File: config.mk
export PLATFORM = sky130hd
export DESIGN_NAME = controle_disparo
export DESIGN_NICKNAME = d
export VERILOG_FILES = /design/src/rtl/disparo_pkg.sv /design/src/rtl/sincroniza_borda.sv /design/src/rtl/controle_disparo.sv
export SDC_FILE = /design/constraint.sdc
export NUM_CORES = 1
export LEC_CHECK = 0
export CORE_MARGIN = 2
export CORE_UTILIZATION = 40
export CTS_CLUSTER_DIAMETER = 60
export DETAILED_ROUTE_END_ITERATION = 10
export GPL_ROUTABILITY_DRIVEN = 0
export GPL_TIMING_DRIVEN = 0
export PLACE_DENSITY = 0.67
export SYNTH_ARGS = -nofsm -noshare
export SYNTH_HDL_FRONTEND = slang
export SYNTH_HIERARCHICAL = 1
export SYNTH_SLANG_ARGS = --single-unit
File: constraint.sdc
create_clock -name clock -period 2.44 [get_ports clock]
set_clock_uncertainty 0.05 [all_clocks]
set_input_delay 0.244 -clock clock [delete_from_list [all_inputs] [get_ports clock]]
set_output_delay 0.244 -clock clock [all_outputs]
set_load 0.05 [all_outputs]
File: src/rtl/disparo_pkg.sv
// Shared types for the fire-control path: FSM state codes and debug/counter widths.
// The state codes are visible on db_estado and must stay fixed.
package disparo_pkg;

    localparam int DB_W    = 4;
    localparam int TIROS_W = 3;

    typedef enum logic [DB_W-1:0] {
        INICIAL  = 4'd0,
        ESPERA   = 4'd1,
        REGISTRA = 4'd2,
        COOLDOWN = 4'd3
    } estado_t;

endpackage

File: src/rtl/sincroniza_borda.sv
// Two-flop synchroniser for an asynchronous input followed by a rising-edge detector.
// Latency: level valid 2 edges after first sample; edge pulse lasts one cycle. No backpressure.
module sincroniza_borda (
    input  logic clock,
    input  logic reset,
    input  logic entrada,
    output logic nivel,
    output logic borda
);

    logic s1_q, s1_d;
    logic s2_q, s2_d;
    logic ant_q, ant_d;

    always_comb begin
        s1_d  = entrada;
        s2_d  = s1_q;
        ant_d = s2_q;
    end

    always_ff @(posedge clock or negedge reset) begin
        if (!reset) begin
            s1_q  <= 1'b0;
            s2_q  <= 1'b0;
            ant_q <= 1'b0;
        end else begin
            s1_q  <= s1_d;
            s2_q  <= s2_d;
            ant_q <= ant_d;
        end
    end

    assign nivel = s2_q;
    assign borda = s2_q & ~ant_q;

endmodule

File: src/rtl/controle_disparo.sv
// Fire control: button -> single held registra_tiro request, cooldown, on-screen shot count.
// Latency: request 2 edges after first button sample; held until tiro_registrado. Optional DISPARO_AUTO_EN = autofire.
module controle_disparo
    import disparo_pkg::*;
#(
    parameter int COOLDOWN_CICLOS = 8,
    parameter int MAX_TIROS       = 4
) (
    input  logic               clock,
    input  logic               reset,
    input  logic               botao_tiro,
    input  logic               jogo_ativo,
    input  logic               tiro_registrado,
    input  logic               tiro_liberado,
    output logic               registra_tiro,
    output logic [TIROS_W-1:0] tiros_ativos,
    output logic               pronto,
    output logic [DB_W-1:0]    db_estado
);

    localparam int                 CW    = $clog2(COOLDOWN_CICLOS + 1);
    localparam logic [CW-1:0]      CARGA = CW'(COOLDOWN_CICLOS);
    localparam logic [TIROS_W-1:0] MAX   = TIROS_W'(MAX_TIROS);
`ifdef DISPARO_AUTO_EN
    localparam bit AUTO = 1'b1;
`else
    localparam bit AUTO = 1'b0;
`endif

    logic               nivel, borda, aceita, tem_vaga, ack_ok;
    estado_t            estado_q, estado_d;
    logic [CW-1:0]      cont_q, cont_d;
    logic [TIROS_W-1:0] tiros_q, tiros_d;

    sincroniza_borda u_sinc (
        .clock   (clock),
        .reset   (reset),
        .entrada (botao_tiro),
        .nivel   (nivel),
        .borda   (borda)
    );

    // With autofire a held (synchronised) button counts as a fresh press.
    assign aceita   = borda | (AUTO & nivel);
    assign tem_vaga = (tiros_q < MAX);

    always_comb begin
        estado_d = estado_q;
        cont_d   = cont_q;
        tiros_d  = tiros_q;
        ack_ok   = 1'b0;
        case (estado_q)
            INICIAL: if (jogo_ativo) estado_d = ESPERA;
            ESPERA: begin
                if (!jogo_ativo)             estado_d = INICIAL;
                else if (aceita && tem_vaga) estado_d = REGISTRA;
            end
            REGISTRA: begin
                if (tiro_registrado) begin
                    ack_ok   = 1'b1;
                    estado_d = COOLDOWN;
                    cont_d   = CARGA;
                end
            end
            COOLDOWN: begin
                if (!jogo_ativo) begin
                    estado_d = INICIAL;
                    cont_d   = '0;
                end else if (cont_q <= CW'(1)) begin
                    estado_d = ESPERA;
                    cont_d   = '0;
                end else begin
                    cont_d = cont_q - CW'(1);
                end
            end
            default: estado_d = INICIAL;
        endcase

        // Simultaneous ack and release cancel out.
        if (ack_ok && !tiro_liberado) begin
            if (tiros_q < MAX) tiros_d = tiros_q + TIROS_W'(1);
        end else if (!ack_ok && tiro_liberado && tiros_q != '0) begin
            tiros_d = tiros_q - TIROS_W'(1);
        end
        if (estado_d == INICIAL) tiros_d = '0;
    end

    always_ff @(posedge clock or negedge reset) begin
        if (!reset) begin
            estado_q <= INICIAL;
            cont_q   <= '0;
            tiros_q  <= '0;
        end else begin
            estado_q <= estado_d;
            cont_q   <= cont_d;
            tiros_q  <= tiros_d;
        end
    end

    assign registra_tiro = (estado_q == REGISTRA);
    assign pronto        = (estado_q == ESPERA) && jogo_ativo && tem_vaga;
    assign tiros_ativos  = tiros_q;
    assign db_estado     = estado_q;

endmodule

; ---- After elaboration in Yosys (flattened, before gate mapping)
; Index checks and enable logic that the tools add are counted.
[word_totals]
output_inout_bits = 9
wordCells = 50
reg_bits = 14
[classes]
n_lt_le_gt_ge = 2
n_mux = 17
n_bitwise = 2
n_reduce_logical = 15
addsub = 3
eq_ne = 5
[ops]
columns = op, n
row1 = 2-to-1 mux 4 bit, 9
row2 = case mux 4 bit (4 select lines), 1
row3 = 2-to-1 mux 3 bit, 4
row4 = equality test 4 x 2 -> 1 bit (second input constant), 2
row5 = logical NOT 4 bit, 2
row6 = case mux 4 bit (2 select lines), 1
row7 = logical AND 1 bit, 6
row8 = nonzero test 3 bit, 2
row9 = equality test 4 x 1 -> 1 bit (second input constant), 1
row10 = <= comparator 4 x 1 -> 1 bit (second input constant), 1
row11 = AND reduction 2 bit, 2
row12 = subtractor 4 x 1 -> 4 bit (second input constant), 1
row13 = adder 3 x 1 -> 3 bit (second input constant), 1
row14 = < comparator 3 bit (second input constant), 1
row15 = != test 3 x 2 -> 1 bit (second input constant), 1
row16 = subtractor 3 x 1 -> 3 bit (second input constant), 1
row17 = logical NOT 1 bit, 2
row18 = 2-to-1 mux 1 bit, 2
row19 = != test 2 bit (second input constant), 1
row20 = nonzero test 2 bit, 1
row21 = AND 1 bit, 1
row22 = NOT 1 bit, 1

; ---- Depth between registers and ports, before layout
[logic_depth]
depth_word = 9
depth_mapped = 9
depth_no_buf = 8

; ---- By module
; Netlist, hierarchy kept.
[modules_own_cells]
columns = module, seq_area_each_um2, cells_each, instances, area_per_inst_um2
row1 = controle_disparo, 275.3, 73, 1, 715.7
row2 = sincroniza_borda, 75.1, 4, 1, 88.8

; ---- Worst setup path before layout
; Ideal clock, no wire load.
[synth_path]
path_kind = register to register
startpoint = reg estado_q[1] (netlist: db_estado[1])
endpoint = reg tiros_q[1] (netlist: tiros_ativos[1])
path_stages_with_launch = 7
slack_ps = -73
period_less_slack_ps = 2513
path_buffers = 1
arrival_time_ps = 2328
setup_ps = 136
cell_sequence = dfrtp_1 > or4b_4 > or2_1 > buf_6 > fa_1 > a211oi_1 > nor4_2
[synth_via]
elab_chain_len = 7
elab_cells_between_ends = 22
classes_between = eq/ne (4) / mux (10) / reduce/logical (8)
[synth_lines]
columns = element, line_no
row1 = from (decl), controle_disparo.sv:31  ; estado_t estado_q, estado_d;
row2 = from (signal assigned), controle_disparo.sv:94  ; estado_q <= estado_d;
row3 = "parallel branches: the longest is 7 deep, another holds 2-to-1 mux 4 bit", n/a
row4 = to (signal assigned), controle_disparo.sv:96  ; tiros_q <= tiros_d;
row5 = to (decl), controle_disparo.sv:33  ; logic [TIROS_W-1:0] tiros_q, tiros_d;
; Parallel ways; which one is timed is not known.
; A chain may end at the register's enable or synchronous reset.

; ---- Worst setup path in the final report
[layout_path]
startpoint = reg estado_q[3] (netlist: db_estado[3])
endpoint = reg tiros_q[1] (netlist: tiros_ativos[1])
; The elaborated chain is that of the path after synthesis.

==> metrics.txt <==
post-DP HPWL 1.250 mm; initial antenna violation count 0; die width 48.85 um; Die ar. 2386 um2; CP Launch Type flip-flop; critical path fanouts, max 5; M1 WL 714 um; Pre-Repair DR Iteration Count 4; GRT Util Overall 0.1657; post-synthesis xor/xnor area fraction 0.02177; VDD IR-drop max 0.3424 mV; Final min period 2.341 ns; via count 654; drt initial violations 13; WP buf/inv 1; Synth Area in Simple Gates 0.2131; most frequent cells in the layout 13 x clkdlybuf4s50_1, 10 x dfrtp_1, 7 x o21ai_0, 5 x inv_1; Compound-Gate Fraction of Synth Area 0.1664; Cells after Synth 77; CP endpoint kind flip-flop; Post-synth top flop dfrtp_1; P&R area growth vs syn 25.35%; IO Count 15; Adder-Cell Fraction of Synth Area 0.07154; max layer used met4; Slew @ Worst Pin 0.6133 ns; setup TNS 0 ns; clock root buffer clkbuf_4; Min-Delay Path Class input port to async pin; crit path kind flip-flop to flip-flop; Leak 0.4391 nW; highest clock rate 427.1 MHz; Avg Vias per Cell 5.361; DRC 0; setup repair after global routing missed its margin false; row cnt 16; # fillers 191; Final Hold Viols 0; hold buffers post-CTS 0; synthesis warning total 6; Worst EP required 2.54 ns; clk_lat worst skew 0.28 ns; multiplexer area fraction after synthesis 0.02488; port bufs 14; number of global-route vias before repair 670; final wirelength 1.602 mm; met3 WL 49 um; # diodes 0; Rel. slew slack 0.5898; Final period util 0.9595; status finished, final reports clean; number of buffers created by CTS 3; H-tree lvl count 1; Design Power 436.5 uW; max incr delay on CP 0.55 ns; largest family of logic cells by synthesized area simple AND/OR/NAND/NOR gates; Synth cell types 38; met2 WL 783 um; grt ovf 0; remaining antenna violation count 0; ranking of synthesized cells by area dfrtp_1 44%, ha_1 4.7%, o21ai_0 4.4%; CTS tree done; number of synthesized flops with an enable pin 0; Core Region 1922 um2; Top delay family on crit path simple AND/OR/NAND/NOR gates; register bit total from synthesis 14; die height 48.85 um; final net count 107; syn avg cell area 10.45 um2; Final Max Slew Viols 0; Power Density 432.9 nW/um2; first-pass GRT wire length 3.001 mm; Starting Density 0.4186; dominant cell type by area after synthesis dfrtp_1; mapped cell area 804.5 um2; layout cells sized above 1 0.1474; Longest Clk Path Bufs 2; Max Cap Viol 0; FFs w/ async S/R, synth 1.000; DR WL/cell 13.13 um; worst-path cell chain or4b_4, or2_1, buf_6, fa_1, a211oi_1, nor4_2; final setup vio count 0; clock input transition at the sequential cells of the worst setup and hold paths 0.08 ns; Critical Path AT 2.44 ns; CTS sink cnt 14; largest net degree at the start of global routing 15; most common cell after layout, fill and taps aside clkdlybuf4s50_1; Seq/Total Area, Yosys 0.4355; Slowest-stage cell, CP or4b_4; Synth top area share 0.4355
==> through the flow <==
stage | util | setup slack (ns) | hold slack, ns | instances | cell area, um2
finish | 0.5247 | 0.09870 | 0.2945 | 122 | 1008
floorplan | - | 0.05109 | -0.1016 | 78 | 813.3
CTS | 0.5247 | 0.09799 | 0.3097 | 122 | 1008
global route | 0.5247 | 0.04267 | 0.3120 | 122 | 1008
detailed placement | 0.5137 | 0.1114 | 0.2911 | 119 | 987.2
global placement | 0.5137 | 0.1211 | 0.2840 | 119 | 987.2
==> layout make-up <==
cell class	instances	area, um2	area share
multi-input combinational	56	407.9	0.4045
sequential	14	355.3	0.3524
tap	27	33.78	0.03350
timing repair buffer	14	138.9	0.1377
inverter	7	38.79	0.03846
buffer	1	11.26	0.01117
clock buffer	3	22.52	0.02233
==> cells by family (layout without fill, tap and decap cells) <==
kind of cell             after synthesis  after routing
AO/OA/AOI/OAI                         21             21
XOR/XNOR                               2              2
adder cells (fa/ha/maj)                4              4
buffers and inverters                  8             25
flip-flops                            14             14
multiplexers                           2              2
other                                  1              2
AND/OR/NAND/NOR                       25             25
==> routing by layer <==
metal  vias up  GRT usage
met4         0     0.1048
li1        319          -
met2        13     0.2694
met5         -          0
met3         6    0.02454
met1       316     0.2064
==> timing repair <==
| action | in CTS | in global routing |
|---|---|---|
| endpoints found under the setup margin | 1 | 0 |
| gates resized for setup | 1 | 0 |
| setup buffers | 0 | 0 |
==> synthesized netlist by cell type, types with 2 or more instances <==
| master | instances |
|---|---|
| dfrtp_1 | 14 |
| o21ai_0 | 7 |
| inv_1 | 5 |
| a211oi_1 | 4 |
| nor2_1 | 4 |
| ha_1 | 3 |
| nor3_1 | 3 |
| a21oi_1 | 2 |
| and3_1 | 2 |
| mux2i_1 | 2 |
| nand3_1 | 2 |
| o21a_1 | 2 |
| xor2_1 | 2 |
==> power breakdown <==
group          leakage (nW)  total [mW]  switching [mW]  internal [mW]
Clock                0.0138       0.129          0.0717         0.0572
Sequential            0.168       0.249         0.00833          0.240
Combinational         0.257      0.0590          0.0343         0.0247
Total                 0.439       0.437           0.114          0.322
==> sequential cells by signal, indices dropped and copies added, names as in the netlist <==
| name | flops |
|---|---|
| u_sinc/s1_q | 1 |
| tiros_ativos | 3 |
| u_sinc/nivel | 1 |
| cont_q | 4 |
| u_sinc/ant_q | 1 |
| db_estado | 4 |
==> path summary, 6_finish.rpt <==
kind	start	endpoint	slack, ns	cells after the start
min in group clock	u_sinc/s1_q	u_sinc/nivel	0.31	0
hold / removal	reset	cont_q[1]	0.29	1
max in group asynchronous	reset	db_estado[0]	1.61	1
setup / recovery	db_estado[3]	tiros_ativos[1]	0.1	6
hold reg to reg	u_sinc/s1_q	u_sinc/nivel	0.31	0
setup reg to reg	db_estado[3]	tiros_ativos[1]	0.1	6
Note: power is estimated with default switching activity, not from simulation.
